`src/rtl/fround_pipe.sv`:
```
// -----------------------------------------------------------------------------
// fround_pipe
//   Pipelined float-to-integral-value rounding unit. Takes an IEEE-style float
//   (sign | EXP_W exponent | MAN_W mantissa) and returns a float of the same
//   format whose value is integral. The rounding mode is chosen per op:
//   RNE, toward zero, floor or ceil. An opaque tag travels with each op, and an
//   inexact flag reports when the result differs from the source.
//
//   The rounding is computed combinationally from the input. The result then
//   moves through LATENCY register stages. All stages share a single advance
//   enable, so the pipeline moves forward or holds as a single unit.
//
// Ports
//   clk         rising-edge clock
//   rstn        asynchronous active-low reset; drops every in-flight op
//   in_valid    op present on in_*
//   in_ready    unit accepts an op this cycle (combinational)
//   in_data     source float, W = 1+EXP_W+MAN_W bits
//   in_mode     00 RNE, 01 toward zero, 10 floor, 11 ceil
//   in_tag      opaque id, returned unchanged with the result
//   out_valid   result present on out_*
//   out_ready   consumer takes the result this cycle
//   out_data    rounded float
//   out_tag     tag of this result
//   out_inexact result differs from source (NaN/inf/zero never inexact)
// -----------------------------------------------------------------------------
module fround_pipe #(
  parameter int EXP_W   = 8,
  parameter int MAN_W   = 23,
  parameter int LATENCY = 2,
  parameter int TAG_W   = 5
) (
  input  logic                     clk,
  input  logic                     rstn,
  input  logic                     in_valid,
  output logic                     in_ready,
  input  logic [EXP_W+MAN_W:0]     in_data,
  input  logic [1:0]               in_mode,
  input  logic [TAG_W-1:0]         in_tag,
  output logic                     out_valid,
  input  logic                     out_ready,
  output logic [EXP_W+MAN_W:0]     out_data,
  output logic [TAG_W-1:0]         out_tag,
  output logic                     out_inexact
);

  localparam int W    = 1 + EXP_W + MAN_W;
  localparam int EM_W = EXP_W + MAN_W;
  localparam int BIAS = 2 ** (EXP_W - 1) - 1;
  localparam logic [EM_W-1:0] EM_ONE = EM_W'(1);

  typedef enum logic [1:0] {
    RM_RNE   = 2'b00,
    RM_RTZ   = 2'b01,
    RM_FLOOR = 2'b10,
    RM_CEIL  = 2'b11
  } rmode_e;

  if (LATENCY < 1 || LATENCY > 3) begin : g_bad_latency
    $error("fround_pipe: LATENCY must be in 1..3");
  end

  // ---------------------------------------------------------------------------
  // Rounding datapath (combinational)
  // ---------------------------------------------------------------------------
  rmode_e          mode;
  logic            sgn;
  logic [EXP_W-1:0] exp_f;
  logic [MAN_W-1:0] man;
  logic [EM_W-1:0] em;          // exponent|mantissa without sign
  logic [EM_W-1:0] lsb_unit;    // weight of the integer LSB inside em
  logic [EM_W-1:0] frac_mask;
  logic [EM_W-1:0] frac;
  logic [EM_W-1:0] half;
  logic            int_lsb;
  logic            up;
  int              sh;          // number of fraction bits, 1..MAN_W
  logic [W-1:0]    res_d;
  logic            inexact_d;

  assign mode  = rmode_e'(in_mode);
  assign sgn   = in_data[W-1];
  assign exp_f = in_data[W-2:MAN_W];
  assign man   = in_data[MAN_W-1:0];
  assign em    = in_data[EM_W-1:0];

  // NOTE: every signal written in this block gets a default first, so no path
  // leaves one unassigned and no latch is inferred.
  always_comb begin
    res_d     = in_data;
    inexact_d = 1'b0;
    up        = 1'b0;
    sh        = 0;
    lsb_unit  = '0;
    frac_mask = '0;
    frac      = '0;
    half      = '0;
    int_lsb   = 1'b0;

    if (exp_f == '1) begin
      // Inf passes through; NaN keeps its payload but is made quiet.
      if (man != '0) res_d[MAN_W-1] = 1'b1;
    end else if (exp_f == '0) begin
      // Zero and subnormals are flushed to a signed zero.
      res_d = {sgn, {EM_W{1'b0}}};
    end else if (int'(exp_f) >= BIAS + MAN_W) begin
      // There are no fraction bits left, so the value is already integral.
      res_d = in_data;
    end else if (int'(exp_f) < BIAS) begin
      // 0 < |x| < 1: the result is either signed zero or signed one.
      inexact_d = 1'b1;
      unique case (mode)
        RM_RNE:   up = (int'(exp_f) == BIAS - 1) && (man != '0);  // |x| > 0.5
        RM_RTZ:   up = 1'b0;
        RM_FLOOR: up = sgn;
        RM_CEIL:  up = ~sgn;
      endcase
      res_d = up ? {sgn, EXP_W'(BIAS), {MAN_W{1'b0}}} : {sgn, {EM_W{1'b0}}};
    end else begin
      sh        = MAN_W + BIAS - int'(exp_f);
      lsb_unit  = EM_ONE << sh;
      frac_mask = lsb_unit - EM_ONE;
      frac      = em & frac_mask;
      half      = lsb_unit >> 1;
      // When u = 0 the integer LSB is the hidden bit, which is always 1.
      int_lsb   = (sh == MAN_W) ? 1'b1 : |(em & lsb_unit);
      unique case (mode)
        RM_RNE:   up = (frac > half) || ((frac == half) && int_lsb);
        RM_RTZ:   up = 1'b0;
        RM_FLOOR: up = sgn  && (frac != '0);
        RM_CEIL:  up = ~sgn && (frac != '0);
      endcase
      inexact_d = (frac != '0);
      // The increment is added across exponent|mantissa, so a mantissa
      // overflow carries straight into the exponent.
      res_d = {sgn, (em & ~frac_mask) + (up ? lsb_unit : '0)};
    end
  end

  // ---------------------------------------------------------------------------
  // Pipeline stages sharing one advance enable
  // ---------------------------------------------------------------------------
  logic             valid_q   [LATENCY];
  logic [W-1:0]     data_q    [LATENCY];
  logic [TAG_W-1:0] tag_q     [LATENCY];
  logic             inexact_q [LATENCY];
  logic             adv;

  assign adv      = ~valid_q[LATENCY-1] | out_ready;
  assign in_ready = adv;

  // NOTE: state uses non-blocking assignments, so every stage samples the value
  // its predecessor held before the clock edge.
  // NOTE: these stage registers are few and small, and the outputs must be zero
  // in reset, so the whole array is reset and not only the valid bits.
  always_ff @(posedge clk or negedge rstn) begin
    if (!rstn) begin
      for (int i = 0; i < LATENCY; i++) begin
        valid_q[i]   <= 1'b0;
        data_q[i]    <= '0;
        tag_q[i]     <= '0;
        inexact_q[i] <= 1'b0;
      end
    end else if (adv) begin
      valid_q[0]   <= in_valid;
      data_q[0]    <= res_d;
      tag_q[0]     <= in_tag;
      inexact_q[0] <= inexact_d;
      for (int i = 1; i < LATENCY; i++) begin
        valid_q[i]   <= valid_q[i-1];
        data_q[i]    <= data_q[i-1];
        tag_q[i]     <= tag_q[i-1];
        inexact_q[i] <= inexact_q[i-1];
      end
    end
  end

  assign out_valid   = valid_q[LATENCY-1];
  assign out_data    = data_q[LATENCY-1];
  assign out_tag     = tag_q[LATENCY-1];
  assign out_inexact = inexact_q[LATENCY-1];

endmodule
```
`config.mk`:
```
export PLATFORM = sky130hd
export DESIGN_NAME = fround_pipe
export DESIGN_NICKNAME = d
export VERILOG_FILES = /design/src/rtl/fround_pipe.sv
export SDC_FILE = /design/constraint.sdc
export NUM_CORES = 1
export LEC_CHECK = 0
export CORE_MARGIN = 2
export CORE_UTILIZATION = 45
export CTS_CLUSTER_DIAMETER = 200
export DETAILED_ROUTE_END_ITERATION = 12
export PLACE_DENSITY = 0.68
export SETUP_SLACK_MARGIN = 0.05
export SYNTH_ARGS = -nofsm -noshare
export SYNTH_HDL_FRONTEND = slang
export SYNTH_SLANG_ARGS = --single-unit
```
`constraint.sdc`:
```
create_clock -name clk -period 4.6 [get_ports clk]
set_input_delay 0.92 -clock clk [delete_from_list [all_inputs] [get_ports clk]]
set_output_delay 0.92 -clock clk [all_outputs]
set_load 0.1 [all_outputs]
```
**Word level (Yosys, flattened, before mapping)**

Cells that the tools add are included.

- Output and inout port bits: 40
- Bits in registers: 78
- Input bits: 43
- Logic and storage cells: 63

- $lt $le $gt $ge: 3
- Bitwise gates (word level): 7
- Add/sub/neg operators: 3
- Shift-type cells: 1
- Equality and inequality tests: 7
- Mux-type cells: 24
- Reductions and logical operators: 10

Operators with widths:

| kind | number |
|---|---|
| 31-bit two-way mux | 4 |
| 31-bit bitwise AND | 3 |
| 1-bit by 32-bit << shifter with 31-bit output, first input constant | 1 |
| 31-bit adder | 1 |
| 31-bit by 30-bit == test with 1-bit output | 1 |
| 31-bit by 30-bit > comparator with 1-bit output | 1 |
| 31-bit NOT | 1 |
| 31-bit nonzero test | 1 |
| 31-bit OR reduction | 1 |
| 31-bit by 1-bit subtractor with 31-bit output, second input constant | 1 |
| 30-bit two-way mux | 1 |
| 23-bit nonzero test | 1 |
| 22-bit two-way mux | 1 |
| 8-bit == test, second input constant | 2 |
| 1-bit two-way mux | 15 |
| 9-bit by 6-bit == test with 1-bit output, second input constant | 1 |
| 8-bit by 8-bit subtractor with 9-bit output, first input constant | 1 |
| 8-bit >= comparator, second input constant | 1 |
| 8-bit logical NOT | 1 |
| 8-bit by 7-bit < comparator with 1-bit output, second input constant | 1 |
| 8-bit two-way mux | 1 |
| 1-bit one-hot mux with 4 select lines | 2 |
| 2-bit == test, second input constant | 2 |
| 1-bit logical AND | 4 |
| other kinds (5) | 6 |

**Depth between registers and ports, before layout**

Gate-level depths: netlist (run 1).

- Depth in word-level cells: 18
- Depth in mapped cells: 44

**Worst setup path before layout (run 1)**

OpenSTA, ideal clock, no wires.

- Path type: input to register
- From: input in_data[23]
- To: register data_q[62] in the netlist's numbering
- Required time: 4.479 ns
- Path buffers: 6
- Stages: 40
- Slack: -3.681 ns
- Data arrival time: 8.160 ns
- Path through: ha_1 > a211oi_1 > or4b_1 > and2_1 > buf_2 > a21oi_4 > clkbuf_1 > nand2_1 > ha_1 > clkbuf_1 > clkbuf_1 > a21oi_1 > nor3_1 > a221oi_1 > nand2b_1 > inv_1 > ha_1 > nand4_1 > [4 not listed] > o311ai_0 > nand2_1 > a2bb2oi_2 > buf_6 > nor2_1 > ha_1 > clkbuf_1 > a21oi_1 > and4b_1 > nor4b_1 > o21ai_0 > a41o_1 > o41ai_1 > o21a_1 > o21a_1 > nor4_1 > nor3_1 > o21ai_1

- Longest elaborated chain between the ends: 18

RTL lines:

| what | RTL line | RTL |
|---|---|---|
| start, declared | 37 | `input logic [EXP_W+MAN_W:0] in_data,` |
| parallel branches: the longest is 17 deep, another holds 31-bit by 1-bit subtractor with 31-bit output | -- |  |
| 8-bit two-way mux * | 100 | `if (exp_f == '1) begin` |
| end signal, assigned by index | 171 | `data_q[i] <= data_q[i-1];` |
| end, declared | 144 | `logic [W-1:0] data_q [LATENCY];` |

Mark *: on every way between the ends. The select of a mux whose other input is x is not followed.
A chain may end at the register's enable or synchronous reset.

**Final worst setup path (run 1)**

- From: input in_data[24]
- To: register data_q[62] in the netlist's numbering

The elaborated chain is that of the path after synthesis.

==> results_dict.tcl, run 1 <==
set metrics [dict create \
    status "finished with violations" \
    violations "negative setup slack" \
    synth_edf_count 0 \
    setup_violations 31 \
    ys.flop_type "dfrtp_1" \
    avgSynthCellArea_um2 7.28 \
    critPathRequiredTime_ns 4.86 \
    fin_nets 1568 \
    synth.yosys.warnings 0 \
    synthArstFlopShare 1.00 \
    diodes 0 \
    io_pins 83 \
    ys_seq_elements 78 \
    fmax_mhz 132 \
    ir_drop_mv 0.336 \
    fillerInstances 1365 \
    power_leakage_nw 5.84 \
    maxCapViolCount 0 \
    synth.area.top_cells "dfrtp_1, nand2_1, ha_1" \
    slew-limit-headroom 0.341 \
    netlist-cell-type-count 76 \
    power_mw 3.11 \
    post-route-util 0.725 \
    synth_area_mm2 0.00806 \
    hold_viol 0 \
    antenna_found_initial 0 \
    stdcell_area_mm2 0.0126 \
    dp_slack_ns -4.39 \
    coreArea_mm2 0.0174 \
    gp_congestion 1.02 \
    yosysSeqAreaShare 0.242 \
    synthCells 1106 \
    crit_family "compound AO/OA/AOI/OAI gates" \
    layout_commonest_cell "buf_4" \
    whs_ns 0.462 \
    numPortBuffers 82 \
    fin_crit_sh 1.65 \
    cts_buffers 9 \
    grt_pass1_vias 9360 \
    cts_num_sinks 78 \
    cpPeakStageDelay_ns 0.52 \
    finClkSkew_ns 0.00913 \
    power.density_mw_per_mm2 247 \
    holdCritPathClass "register to register" \
    synthToLayoutAreaGrowth_pct 56.8 \
    cts_tree "yes" \
    grt_pass1_wl_mm 50.7 \
    clk_pin_slew_worst_paths_ns 0.06 \
    clock-root-buffer "clkbuf_16" \
    fin_cells 1689 \
    dieArea_mm2 0.0190 \
    vias 9921 \
    worstSetupStartpointType "primary input" \
    grt_max_degree 81 \
    drc_errors 0 \
    final_cell_mix "buf_4, nand2_1, nor2_1, dfrtp_1, clkdlybuf4s50_1" \
    cp-end-kind "register" \
    period_minus_slack_ns 7.60 \
    wirelength_mm 33.8 \
    fp-row-count 48 \
    drive_gt1_frac 0.367 \
    slew_viol_final 0 \
    die_height_um 138 \
    place_inst 1629 \
    cts_max_path_buffers 2 \
    arrival_ns 7.86 \
    tightest_slew_ns 0.986 \
    place_area_mm2 0.0111 \
    die_w_um 138 \
    final.setup.worst_slack_ns -3.00 \
    synth_nets 1215 \
    clk_latency_ns 0.34 \
    htreeDepth 3 \
    ff2ff_setup_slack_ns 2.61 \
    grt.total_usage 0.350 \
    path_buf_inv 8 \
    cp_max_fo 9 \
    dp_hpwl_mm 25.6 \
    setup_tns_ns -77.61 \
    crit_type "primary input to register" \
    rsz0062_at_grt "true" \
    wl_per_cell_um 20.0 \
    drtIter0Drc 898 \
    vias_per_cell 5.87 \
    slowest_stage "or4b_4" \
    drtPass1Iterations 6 \
    overflow 0 \
    synth_top_area_share 0.242 \
    synth_top_cell_by_area "dfrtp_1" \
    start_util 0.463 \
    final_antenna_net_count 0 \
]
state kept, by name, indices dropped and copies added, names as in the netlist:
name         count
valid_q          1
out_tag          5
data_q          32
out_data        32
inexact_q        1
tag_q            5
out_valid        1
out_inexact      1
per-layer routing:
metal,up-vias,wire length (µm),GRT usage
li1,4607,-,-
met1,4635,14000,0.455
met2,528,15300,0.574
met3,151,2640,0.0522
met4,0,1900,0.161
met5,-,0,0
worst register-to-register path, cell delays in order, from the launching register on:
cell      delay, ns
dfrtp_1        0.38
nor2b_4        0.14
buf_4          0.37
nor3_1         0.76
a221oi_1       0.20
cells by family after synthesis:
kind of cell / Yosys count / share of synthesized area
xor gates and xnor gates: 38 / 0.0422
muxes: 9 / 0.0115
DFF: 78 / 0.242
buffers and inverters: 119 / 0.0808
adders and majority gates: 67 / 0.105
AOI/OAI and AO/OA: 261 / 0.215
and+or+nand+nor: 534 / 0.303
report_power, final:
group          switching (mW)  internal [mW]  leakage, nW  total, mW
clock                   0.302          0.377        0.136      0.680
combinational            1.05          0.527         4.74       1.57
sequential             0.0613          0.800        0.972      0.861
total                    1.41           1.70         5.84       3.11
cell usage after synthesis, types with 5 or more instances:
library cell	count
nand2_1	225
nor2_1	125
dfrtp_1	78
a21oi_1	70
ha_1	65
o21ai_0	55
buf_4	41
clkbuf_1	35
nor3_1	34
nand3_1	24
and2_1	23
inv_1	20
xnor2_1	20
nor2b_1	19
a21o_1	18
a221oi_1	18
nand2b_1	17
nand4_1	17
xor2_1	17
nor4_1	14
a211oi_1	12
and3_1	11
o21a_1	11
buf_2	9
mux2i_1	7
a2111oi_0	6
buf_1	6
nor4b_1	6
a311oi_1	5
a31oi_1	5
buf_6	5
o22ai_1	5
or2_2	5
area by class of cell:
class / count / area, µm² / area share
clock buffer: 9 / 225 / 0.0178
clock inverter: 7 / 63.8 / 0.00505
inverter: 22 / 87.6 / 0.00694
multi-input combinational: 909 / 6360 / 0.504
sequential: 78 / 1950 / 0.155
tap: 225 / 282 / 0.0223
timing repair buffer: 439 / 3660 / 0.290
final timing paths:
kind	startpoint	end	cells past startpoint
max in group asynchronous	rstn	out_data[6]$_DFFE_PN0P_	1
min in group asynchronous	rstn	out_data[26]$_DFFE_PN0P_	1
worst min-delay path	out_data[30]$_DFFE_PN0P_	out_data[30]$_DFFE_PN0P_	2
worst max-delay path	in_data[24]	data_q[62]$_DFFE_PN0P_	40
worst max register to register	out_valid$_DFFE_PN0P_	data_q[61]$_DFFE_PN0P_	4
worst min register to register	out_data[30]$_DFFE_PN0P_	out_data[30]$_DFFE_PN0P_	2
timing repair:
action,4_1_cts,5_1_grt
hold buffers,0,0
cloned,1,0
endpoints found under the setup margin,32,32
pin swaps,55,59
endpoints found under the hold margin,0,0
buffers inserted,21,24
resized for setup,124,76
(Power assumes the default switching activity.)
==> inputs of run 2 (changes only) <==
--- a/config.mk
+++ b/config.mk
@@ -10,6 +10,7 @@
 export CTS_CLUSTER_DIAMETER = 200
 export DETAILED_ROUTE_END_ITERATION = 12
 export PLACE_DENSITY = 0.68
+export RECOVER_POWER = 25
 export SETUP_SLACK_MARGIN = 0.05
 export SYNTH_ARGS = -nofsm -noshare
 export SYNTH_HDL_FRONTEND = slang
==> results_dict.tcl, run 2 (synthesized netlist as in run 1, its figures left out) <==
set metrics [dict create \
    worstSetupStartpointType "primary input" \
    drc_errors 0 \
    gp_congestion 1.02 \
    setup_violations 31 \
    holdCritPathClass "register to register" \
    wirelength_mm 33.8 \
    rsz0062_at_grt "true" \
    power_mw 3.11 \
    fin_nets 1568 \
    numPortBuffers 82 \
    final.setup.worst_slack_ns -3.00 \
    dp_hpwl_mm 25.6 \
    cts_tree "yes" \
    cts_num_sinks 78 \
    diodes 0 \
    layout_commonest_cell "buf_4" \
    cp-end-kind "register" \
    place_inst 1629 \
    slew_viol_final 79 \
    synthToLayoutAreaGrowth_pct 56.7 \
    clk_latency_ns 0.34 \
    stdcell_area_mm2 0.0126 \
    wl_per_cell_um 20.0 \
    clk_pin_slew_worst_paths_ns 0.06 \
    start_util 0.463 \
    dieArea_mm2 0.0190 \
    whs_ns 0.462 \
    place_area_mm2 0.0111 \
    grt_max_degree 81 \
    drtIter0Drc 898 \
    coreArea_mm2 0.0174 \
    fin_crit_sh 1.65 \
    critPathRequiredTime_ns 4.86 \
    htreeDepth 3 \
    die_w_um 138 \
    power.density_mw_per_mm2 247 \
    cp_max_fo 9 \
    slew-limit-headroom -0.237 \
    power_leakage_nw 5.84 \
    arrival_ns 7.86 \
    drive_gt1_frac 0.367 \
    seqCellArea_mm2 0.00195 \
    cpPeakStageDelay_ns 0.52 \
    grt_pass1_wl_mm 50.7 \
    crit_family "compound AO/OA/AOI/OAI gates" \
    drtPass1Iterations 6 \
    finClkSkew_ns 0.00914 \
    vias_per_cell 5.86 \
    fmax_mhz 132 \
    status "finished with violations" \
    fillerInstances 1366 \
    grt.total_usage 0.350 \
    ir_drop_mv 0.336 \
    antenna_found_initial 0 \
    io_pins 83 \
    final_cell_mix "buf_4, nand2_1, nor2_1, dfrtp_1, clkdlybuf4s50_1" \
    slowest_stage "or4b_4" \
    period_minus_slack_ns 7.60 \
    overflow 0 \
    hold_viol 0 \
    grt_pass1_vias 9360 \
    cts_buffers 9 \
    violations "max-capacitance violations, max-slew violations, negative setup slack" \
    clock-root-buffer "clkbuf_16" \
    path_buf_inv 8 \
    fin_cells 1689 \
    tightest_slew_ns 1.86 \
    maxCapViolCount 1 \
    fp-row-count 48 \
    multiInputGateArea_mm2 0.00636 \
    vias 9903 \
    cts_max_path_buffers 2 \
    final_antenna_net_count 0 \
    crit_type "primary input to register" \
    die_height_um 138 \
]
==> run 2: worst paths after layout <==
kind                       slack [ns]  cells past startpoint                       end                      from
max in group asynchronous        2.41                      1   out_data[6]$_DFFE_PN0P_                      rstn
hold / removal                   0.46                      2  out_data[30]$_DFFE_PN0P_  out_data[30]$_DFFE_PN0P_
min in group asynchronous        1.09                      1  out_data[26]$_DFFE_PN0P_                      rstn
setup reg to reg                 2.61                      4    data_q[61]$_DFFE_PN0P_     out_valid$_DFFE_PN0P_
hold reg to reg                  0.46                      2  out_data[30]$_DFFE_PN0P_  out_data[30]$_DFFE_PN0P_
setup / recovery                -3.00                     40    data_q[62]$_DFFE_PN0P_               in_data[24]
==> run 2: metal layers <==
metal	wire length (µm)	track usage	up-vias
met4	1880	0.161	0
met5	0	0	-
met2	15300	0.574	520
met1	14000	0.455	4629
li1	-	-	4607
met3	2660	0.0522	147
==> run 2: report_power, final <==
part / internal (mW) / total (mW) / switching, mW
registers: 0.800 / 0.861 / 0.0612
logic: 0.527 / 1.57 / 1.05
clock network: 0.377 / 0.680 / 0.302
==> run 2: area by class of cell <==
cell class | count | area share
sequential | 78 | 0.155
multi-input combinational | 909 | 0.504
timing repair buffer | 439 | 0.289
inverter | 22 | 0.00694
tap | 225 | 0.0223
clock buffer | 9 | 0.0178
clock inverter | 7 | 0.00505
==> run 2: per-stage QoR <==
step / setup WS (ns) / utilization / TNS (ns)
after floorplan: -2.84 / - / -69.63
after global placement: -4.28 / 0.638 / -111.87
after detailed placement: -4.39 / 0.638 / -114.79
after CTS: -2.75 / 0.695 / -70.78
after global routing: -3.38 / 0.725 / -86.05
final: -3.00 / 0.725 / -77.68
==> run 2: repair_timing <==
action / in CTS / in global routing
pin swaps: 55 / 59
cloned: 1 / 0
setup endpoints to repair: 32 / 32
hold buffers: 0 / 0
buffers inserted: 21 / 24
gates resized for setup: 124 / 76
==> run 2: worst min-delay path, cell delays in order, from the launching register on <==
cell,delay [ns]
dfrtp_1,0.34
nand2_1,0.05
nand2_1,0.04
==> RTL edit: new RTL, config.mk and constraints of run 2 <==
`TAG_W`: 5 -> 10.
--- a/src/rtl/fround_pipe.sv
+++ b/src/rtl/fround_pipe.sv
@@ -30,3 +30,3 @@
   parameter int LATENCY = 2,
-  parameter int TAG_W   = 5
+  parameter int TAG_W   = 10
 ) (
Interface: changed (resized in_tag and out_tag); port bits go from 83 to 93. No check against the original RTL was run, so the function may have changed too.
==> RTL edit against run 2 <==
The flow still finishes with violations (max-capacitance violations, max-slew violations, negative setup slack); total power is 6.7% higher; wire length is 0.38% higher; worst setup slack worse by 0.30 ns; largest power group unchanged; count of clock-buffer cells in the layout is 1 higher; sequential power is 13% higher; die area is 2.9% higher; cell area is 2.5% higher; critical endpoint is now data_q[57]; sequential share of layout area is 1.6 points higher; maximum frequency is 3.8% lower; area after synthesis is 3.0% higher; highest routed layer unchanged; via count is 0.34% lower; sequential cell count is 10 higher; cell count is 3.8% higher.
==> RTL edit: results (changes against run 2) <==
[final_layout]
n_fill_cell = 1470  ; +7.6%
multiInputGateArea_um2 = 6190  ; -2.8%
drive_above_1_share_pct = 35.0  ; -1.7 points
final_cells = 1753  ; +3.8%

[timing]
finalSetupViolCount = 32  ; +3.2%
fin_ws_ns = -3.30  ; -0.297 ns
max_slew_margin_pct = -38.4  ; -15 points
slew_violations = 89  ; +13%

[synth]
synth.distinct_cells = 79  ; +3.9%
yosysSeqAreaShare_pct = 26.5  ; +2.3 points
synth_nets = 1248  ; +2.7%
synth_commonest_cells = nand2_1, nor2_1, dfrtp_1
synthXorXnorAreaFrac_pct = 3.57  ; -0.65 points
synth_area_leaders = dfrtp_1, nand2_1, ha_1

[setup_path]
rr_endpoint = data_q[59]
cp_slowest_cell = a2111oi_4
worst-r2r-setup-slack_ns = 2.72  ; +0.11 ns

[power]
seqPwrFrac_pct = 29.2  ; +1.5 points
ir_drop_mv = 0.410  ; +22%
p_sw_mw = 1.46  ; +3.8%

[placement]
dp_slack_ns = -3.87  ; +0.528 ns
dp_cells = 1658  ; +1.8%
routabilityCongestion = 1.00  ; -1.3%

[detailed_routing]
wl_um = 33900  ; +0.38%
drt_iter0_drc = 681  ; -24%
wl_met2_um = 15600  ; +1.9%
first_pass_iters = 5  ; -1
wl_met1_um = 14300  ; +2.5%

[global_route]
grt_pass1_vias = 9412  ; +0.56%
grt_max_degree = 92  ; +14%
use_met2_pct = 54.6  ; -2.8 points
gr-usage-all-layers_pct = 33.1  ; -1.9 points

[clock_network]
post_cts_resize_count = 92  ; -26%
cts_setup_buffers = 63  ; +200%

[flow_run]
cap_viol_max_count = 1  ; unchanged

[status]
outcome = finished with violations
violations = max-capacitance violations, max-slew violations, negative setup slack

[hold_path]
min_from = out_tag[8]
hold_end = out_tag[8]

==> RTL edit: changes by cell type after synthesis, moves of 6 or more <==
cell / delta
nand4_1: -7
o21ai_0: +17
nand2b_1: -7
dfrtp_1: +10
nand3_1: -8
nor2_1: -27
nor3_1: +8
a211oi_1: -7
a221oi_1: -6
a21o_1: +9
nand2_1: +45
==> RTL edit: layout make-up <==
class	instances	area share (%)
Clock buffer	10	1.77
Clock inverter	5	0.435
Inverter	26	0.851
Multi-Input combinational cell	921	47.8
Sequential cell	88	17.0
Tap cell	229	2.21
Timing Repair Buffer	474	29.9
==> RTL edit: worst max-delay path by stage <==
stage	startpoint	endpoint	slack (ns)	cells past startpoint
after floorplan	in_data[23]	data_q[57]	-2.84	44
after global placement	in_data[23]	data_q[61]	-3.73	41
after detailed placement	in_data[23]	data_q[57]	-3.87	42
after CTS	in_data[23]	data_q[60]	-2.91	42
after global routing	in_data[29]	data_q[54]	-3.60	44
final	in_data[26]	data_q[57]	-3.30	40
